<file path="config.mk">
export PLATFORM = sky130hd
export DESIGN_NAME = core_req_issuer_flat
export DESIGN_NICKNAME = d
export VERILOG_FILES = /design/src/rtl/core_req_issuer_if.sv /design/src/rtl/core_req_issuer.sv /design/src/flat_wrapper.sv
export SDC_FILE = /design/constraint.sdc
export NUM_CORES = 1
export LEC_CHECK = 0
export CAP_MARGIN = 20
export CELL_PAD_IN_SITES_DETAIL_PLACEMENT = 0
export CELL_PAD_IN_SITES_GLOBAL_PLACEMENT = 1
export CORE_ASPECT_RATIO = 2
export CORE_UTILIZATION = 45
export CTS_BUF_LIST = sky130_fd_sc_hd__clkbuf_2 sky130_fd_sc_hd__clkbuf_4 sky130_fd_sc_hd__clkbuf_8
export DETAILED_ROUTE_END_ITERATION = 7
export GPL_TIMING_DRIVEN = 0
export HOLD_SLACK_MARGIN = 0.1
export PLACE_DENSITY = 0.78
export RECOVER_POWER = 25
export SLEW_MARGIN = 10
export SYNTH_ARGS = -nofsm -noshare
export SYNTH_HDL_FRONTEND = slang
export SYNTH_SLANG_ARGS = --single-unit
export TNS_END_PERCENT = 20
</file>
<file path="constraint.sdc">
create_clock -name clk -period 2.6 [get_ports clk]
set_input_delay 0.26 -clock clk [delete_from_list [all_inputs] [get_ports clk]]
set_output_delay 0.26 -clock clk [all_outputs]
set_load 0.1 [all_outputs]
</file>
<file path="src/rtl/core_req_issuer_if.sv">
// Request/strobe bundle between the execute stage and the per-core request issuer.
// The master side is the execute stage plus the core's stall logic. The slave side is the issuer.
interface core_req_issuer_if;
    logic        req_valid;
    logic [1:0]  req_kind;
    logic [1:0]  req_target;
    logic [15:0] req_pc;
    logic        req_ready;
    logic        hold;
    logic [18:0] pc_out;
    logic [3:0]  pauseResume;
    logic        busy;
    logic        overflow;

    modport master (
        output req_valid, req_kind, req_target, req_pc, hold,
        input  req_ready, pc_out, pauseResume, busy, overflow
    );

    modport slave (
        input  req_valid, req_kind, req_target, req_pc, hold,
        output req_ready, pc_out, pauseResume, busy, overflow
    );
endinterface

</file>
<file path="src/rtl/core_req_issuer.sv">
// Per-core issuer for inter-core wake/pause/resume requests.
// Requests are queued in a small FIFO and issued in order, one per cycle.
// Each issued request appears as a single-cycle registered strobe on pc_out or pauseResume.
module core_req_issuer #(
    parameter int DEPTH = 4
) (
    input  logic              clk,
    input  logic              reset,
    core_req_issuer_if.slave  bus
);

    localparam int PTR_W = $clog2(DEPTH);
    localparam int CNT_W = PTR_W + 1;
    localparam logic [CNT_W-1:0] FULL_CNT = CNT_W'(DEPTH);

    typedef enum logic [1:0] {
        KIND_WAKE    = 2'd0,
        KIND_PAUSE   = 2'd1,
        KIND_RESUME  = 2'd2,
        KIND_ILLEGAL = 2'd3
    } kind_e;

    typedef struct packed {
        kind_e       kind;
        logic [1:0]  target;
        logic [15:0] pc;
    } entry_t;

    entry_t           mem_q [DEPTH];
    logic [PTR_W-1:0] wr_ptr_q, wr_ptr_d;
    logic [PTR_W-1:0] rd_ptr_q, rd_ptr_d;
    logic [CNT_W-1:0] count_q, count_d;
    logic [18:0]      pc_out_q, pc_out_d;
    logic [3:0]       pause_resume_q, pause_resume_d;
    logic             overflow_q, overflow_d;

    logic   full;
    logic   push;
    logic   pop;
    entry_t head;
    entry_t req_entry;

    assign full      = (count_q == FULL_CNT);
    // Illegal kinds are dropped silently. A request offered while full is refused and flagged.
    assign push      = bus.req_valid && !full && (bus.req_kind != KIND_ILLEGAL);
    // The head is only read when count is non-zero, so an entry never bypasses the FIFO.
    assign pop       = (count_q != '0) && !bus.hold;
    assign head      = mem_q[rd_ptr_q];
    assign req_entry = '{kind: kind_e'(bus.req_kind), target: bus.req_target, pc: bus.req_pc};

    // Next-state: pointer/count bookkeeping, head decode into strobes, sticky overflow.
    always_comb begin
        // NOTE: every signal written here gets a default first, so no path can leave one unassigned and infer a latch.
        wr_ptr_d       = wr_ptr_q;
        rd_ptr_d       = rd_ptr_q;
        count_d        = count_q;
        pc_out_d       = '0;
        pause_resume_d = '0;
        overflow_d     = overflow_q;

        if (push) begin
            wr_ptr_d = wr_ptr_q + 1'b1;
        end

        if (pop) begin
            rd_ptr_d = rd_ptr_q + 1'b1;
            case (head.kind)
                KIND_WAKE:                pc_out_d       = {1'b1, head.target, head.pc};
                KIND_PAUSE, KIND_RESUME:  pause_resume_d = {1'b1, head.kind == KIND_RESUME, head.target};
                default:                  ;
            endcase
        end

        case ({push, pop})
            2'b10:   count_d = count_q + 1'b1;
            2'b01:   count_d = count_q - 1'b1;
            default: ;
        endcase

        if (bus.req_valid && full) begin
            overflow_d = 1'b1;
        end
    end

    // Control and output registers. Reset clears queue state and strobes at once.
    always_ff @(posedge clk or posedge reset) begin
        // NOTE: sequential state is assigned with <= so every flop samples pre-edge values regardless of statement order.
        if (reset) begin
            wr_ptr_q       <= '0;
            rd_ptr_q       <= '0;
            count_q        <= '0;
            pc_out_q       <= '0;
            pause_resume_q <= '0;
            overflow_q     <= 1'b0;
        end else begin
            wr_ptr_q       <= wr_ptr_d;
            rd_ptr_q       <= rd_ptr_d;
            count_q        <= count_d;
            pc_out_q       <= pc_out_d;
            pause_resume_q <= pause_resume_d;
            overflow_q     <= overflow_d;
        end
    end

    // FIFO storage write port.
    always_ff @(posedge clk) begin
        // NOTE: storage is deliberately not reset; count and pointers alone define which entries are valid.
        if (push) begin
            mem_q[wr_ptr_q] <= req_entry;
        end
    end

    assign bus.req_ready   = !full;
    assign bus.pc_out      = pc_out_q;
    assign bus.pauseResume = pause_resume_q;
    assign bus.overflow    = overflow_q;
    assign bus.busy        = (count_q != '0) || pc_out_q[18] || pause_resume_q[3];

endmodule

</file>
<file path="src/flat_wrapper.sv">
// flat-port wrapper written by rule: the top's interface ports become plain ports
module core_req_issuer_flat 
#(
    parameter int DEPTH = 4
)
  (clk, reset, bus_req_valid, bus_req_kind, bus_req_target, bus_req_pc, bus_hold, bus_req_ready, bus_pc_out, bus_pauseResume, bus_busy, bus_overflow);
  core_req_issuer_if bus_i ();
  input  logic clk;
  input  logic reset;
  input wire logic [$bits(bus_i.req_valid)-1:0] bus_req_valid;
  input wire logic [$bits(bus_i.req_kind)-1:0] bus_req_kind;
  input wire logic [$bits(bus_i.req_target)-1:0] bus_req_target;
  input wire logic [$bits(bus_i.req_pc)-1:0] bus_req_pc;
  input wire logic [$bits(bus_i.hold)-1:0] bus_hold;
  output wire logic [$bits(bus_i.req_ready)-1:0] bus_req_ready;
  output wire logic [$bits(bus_i.pc_out)-1:0] bus_pc_out;
  output wire logic [$bits(bus_i.pauseResume)-1:0] bus_pauseResume;
  output wire logic [$bits(bus_i.busy)-1:0] bus_busy;
  output wire logic [$bits(bus_i.overflow)-1:0] bus_overflow;
  assign bus_i.req_valid = bus_req_valid;
  assign bus_i.req_kind = bus_req_kind;
  assign bus_i.req_target = bus_req_target;
  assign bus_i.req_pc = bus_req_pc;
  assign bus_i.hold = bus_hold;
  assign bus_req_ready = bus_i.req_ready;
  assign bus_pc_out = bus_i.pc_out;
  assign bus_pauseResume = bus_i.pauseResume;
  assign bus_busy = bus_i.busy;
  assign bus_overflow = bus_i.overflow;
  core_req_issuer #(.DEPTH(DEPTH)) u_core (.clk(clk), .reset(reset), .bus(bus_i));
endmodule
</file>
==> results.md <==
* Status: finished clean
* Final layout net count at 294
* Worst Hold Class: in2async
* Headroom to the max-slew limit at about 28%
* Cts bufs inserted at 9
* Syn. warnings at 0
* Met2 usage at a little over a quarter
* NetSw at between 2 and 2.5 mW
* Number of flops mapped to enable cells by yosys at 80
* Via count at 1943
* Mapped Cells at 201
* Lkg Pwr at between 1.5 and 2 nW
* Most common cell after layout, fill and taps aside: edfxtp_1
* FILL cells at 719
* First-pass GRT wire length at 10.8 mm
* Final std cells w/o fill at 369
* Mapped Area at approximately 0.0041 mm2
* Routed length per instance at between 15 and 20 um
* CP top delay family: buffers and inverters
* Starting Density at between 40 and 50%
* Worst Path Arrival at ~2.8 ns
* Gr usage total at 15.6%
* Worst setup SP type: flip-flop
* Footprint of the multi-input gates at around 870 um2
* Core area at 0.00895 mm2
* Die ar. at 0.00957 mm2
* WP buf/inv at 3
* Ys flop type: edfxtp_1
* R2R Path Start: u_core.rd_ptr_q[0]
* Worst clock skew at approximately 0.0067 ns
* Met1 Use GR at a little under a fifth
* CP max FO at 10
* Remaining antenna violation count at 0
* Peak per-stage delay on the critical path at 0.54 ns
* First DRT Iteration DRCs at 74
* GP Congestion at between 0.7 and 0.8
* R2r setup slk at roughly 0.14 ns
* RSZ-0062 raised after global routing: no
* Worst-case clock buffer depth at 2
* WP depth at 6
* Vias in the first global route at 2030
* Synth Register Bits at 111
* Critical-path top delay cell: mux4_2
* Register area share after synthesis at between 70 and 80%
* Final WS setup at about 0.14 ns
* Clock root buffer: clkbuf_8
* Internal power at roughly 3.4 mW
* Worst Path Required at roughly 2.9 ns
* Skew-Pair Late Insertion Delay at 0.36 ns
* Post-route DRC at 0
* Postcts setup bufs at 0
* Final min period at approximately 2.5 ns
* Mapped Nets at about 230
* Crit-path cells: buf_4 > mux4_2 > inv_1 > ha_1 > clkbuf_1 > and3_1
* Share of layout cells above drive strength 1 at ~17%
* Synth async-reset ratio at around 28%
* Max-cap violations at 0
* Hold Worst Slack at between 0.2 and 0.25 ns
* Post-Route WL at 6.85 mm
* Switching share of power at between 30% and 40%
* Seq pwr share at between 40% and 50%
* Synth unique cells at 22
* Worst Setup End Kind: flip-flop
* Slew Viols, Final at 0
* DRT Pass-1 Iters at 3
* Mean post-synth cell area at between 20 and 25 um2
* CTS tree: built
* Die height at 137 um
* Slew at the pin closest to its max-slew limit at around 1.1 ns
* Boundary Pins at 50
* Met3 global-route usage at 3.29%
* # rows at 49
* Reg-to-Reg End: u_core.bus.pc_out[9]
* DIE WIDTH at approximately 70 um
* Grt peak-use layer: met2
* Hold_buf cts at 0
* Peak Freq at 406 MHz
* Clock transition at path regs at 0.09 ns
* Endpoints failing setup at 0
* Most frequent cells in the layout: 80 x edfxtp_1, 32 x clkdlybuf4s50_1, 31 x dfrtp_1
* H-tree depth at 3
* Drt via density at between 5 and 6
* Total grt overflow at 0
* Place WS at -0.111 ns
* N_diodes at 0
* Syn-to-layout area delta at 20.5%
* Comb power frac at between 40% and 50%
* Storage cell area at between 0.003 and 0.004 mm2
* Detailed placement HPWL at 4.39 mm
* Crit share post-route at 94.8%
* Worst VDD drop at 461 uV
* FF-to-FF path depth at 6
* Placed insts at 353
* Final hold vios at 0
* Pwr dens at between 1000 and 1500 mW/mm2
* Initial antenna violation count at 0
* Worst Setup Path Type: reg2reg
* Largest net degree at the start of global routing at 22
* Resized Gates After CTS at 1
* I/O Buffers at 49
* Clk sink count at between 100 and 150
* Clk network pwr share at between 10% and 20%
[layer usage]
layer	vias to the layer above	wire, um
met5	-	0
met4	0	140
met3	11	209
met2	46	3760
met1	998	2740
li1	888	-
[layout make-up]
cell class	instances	share of cell area, %
inverters	9	0.680
flip-flops and latches	111	64.0
repair buffers	51	11.0
plain buffers	7	0.832
clock buffers	14	3.25
multi-input cells	73	17.5
clock inverters	2	0.202
well taps	102	2.57
[worst max path at each step]
stage                                      end                from
final                     u_core.bus.pc_out[9]  u_core.rd_ptr_q[0]
after global routing      u_core.bus.pc_out[9]  u_core.rd_ptr_q[0]
after CTS                    u_core.count_q[2]   u_core.count_q[0]
after detailed placement     u_core.count_q[2]            bus_hold
after global placement       u_core.count_q[2]            bus_hold
after floorplan              u_core.count_q[2]   u_core.count_q[0]
[worst register-to-register path: cells and delay by family (launching register included)]
family	cells	cell delay (ns)
buf+inv	3	0.76
mux	1	0.54
flops	1	0.46
fa+ha+maj	1	0.40
simple gates	1	0.24
[state kept, by name (all words and copies together) (netlist names)]
name,cells
u_core.mem_q,80
u_core.bus.pc_out,19
u_core.bus.pauseResume,4
u_core.count_q,3
u_core.rd_ptr_q,2
u_core.wr_ptr_q,2
u_core.bus.overflow,1
[cells in the mapped netlist (2+ instances only)]
| cell | number | area [um2] |
|---|---|---|
| nand2_1 | 2 | 7.51 |
| xnor2_1 | 2 | 17.5 |
| ha_1 | 7 | 87.6 |
| dfrtp_1 | 31 | 776 |
| buf_4 | 2 | 15.0 |
| and2_1 | 6 | 37.5 |
| and3_1 | 21 | 131 |
| nor2_1 | 3 | 11.3 |
| mux4_2 | 20 | 450 |
| clkbuf_1 | 5 | 18.8 |
| xor2_1 | 4 | 35.0 |
| edfxtp_1 | 80 | 2400 |
| inv_1 | 9 | 33.8 |
[metrics by stage]
step	setup TNS (ns)	total power, mW	util [%]	area (um2)
floorplan	0	4.17	-	4120
global placement	-0.0816	4.71	53.0	4740
detailed placement	-0.111	4.77	53.3	4770
CTS	0	5.67	55.1	4930
global route	0	5.87	55.5	4960
finish	0	5.61	55.5	4960
[power groups by stage]
stage	sequential [mW]	combinational (mW)	clock [mW]
CTS	2.45	2.27	0.948
global placement	2.44	2.28	0
detailed placement	2.46	2.31	0
floorplan	3.17	0.993	0
global route	2.48	2.38	1.01
finish	2.44	2.25	0.923
[cell families after synthesis]
kind of cell	share of synthesized area [%]
buffers and inverters	1.91
flip-flops	77.1
multiplexers	11.5
AO/OA/AOI/OAI	0.273
AND/OR/NAND/NOR	5.25
adder cells (fa/ha/maj)	2.61
XOR/XNOR	1.28
Note: power is estimated with default switching activity, not from simulation.
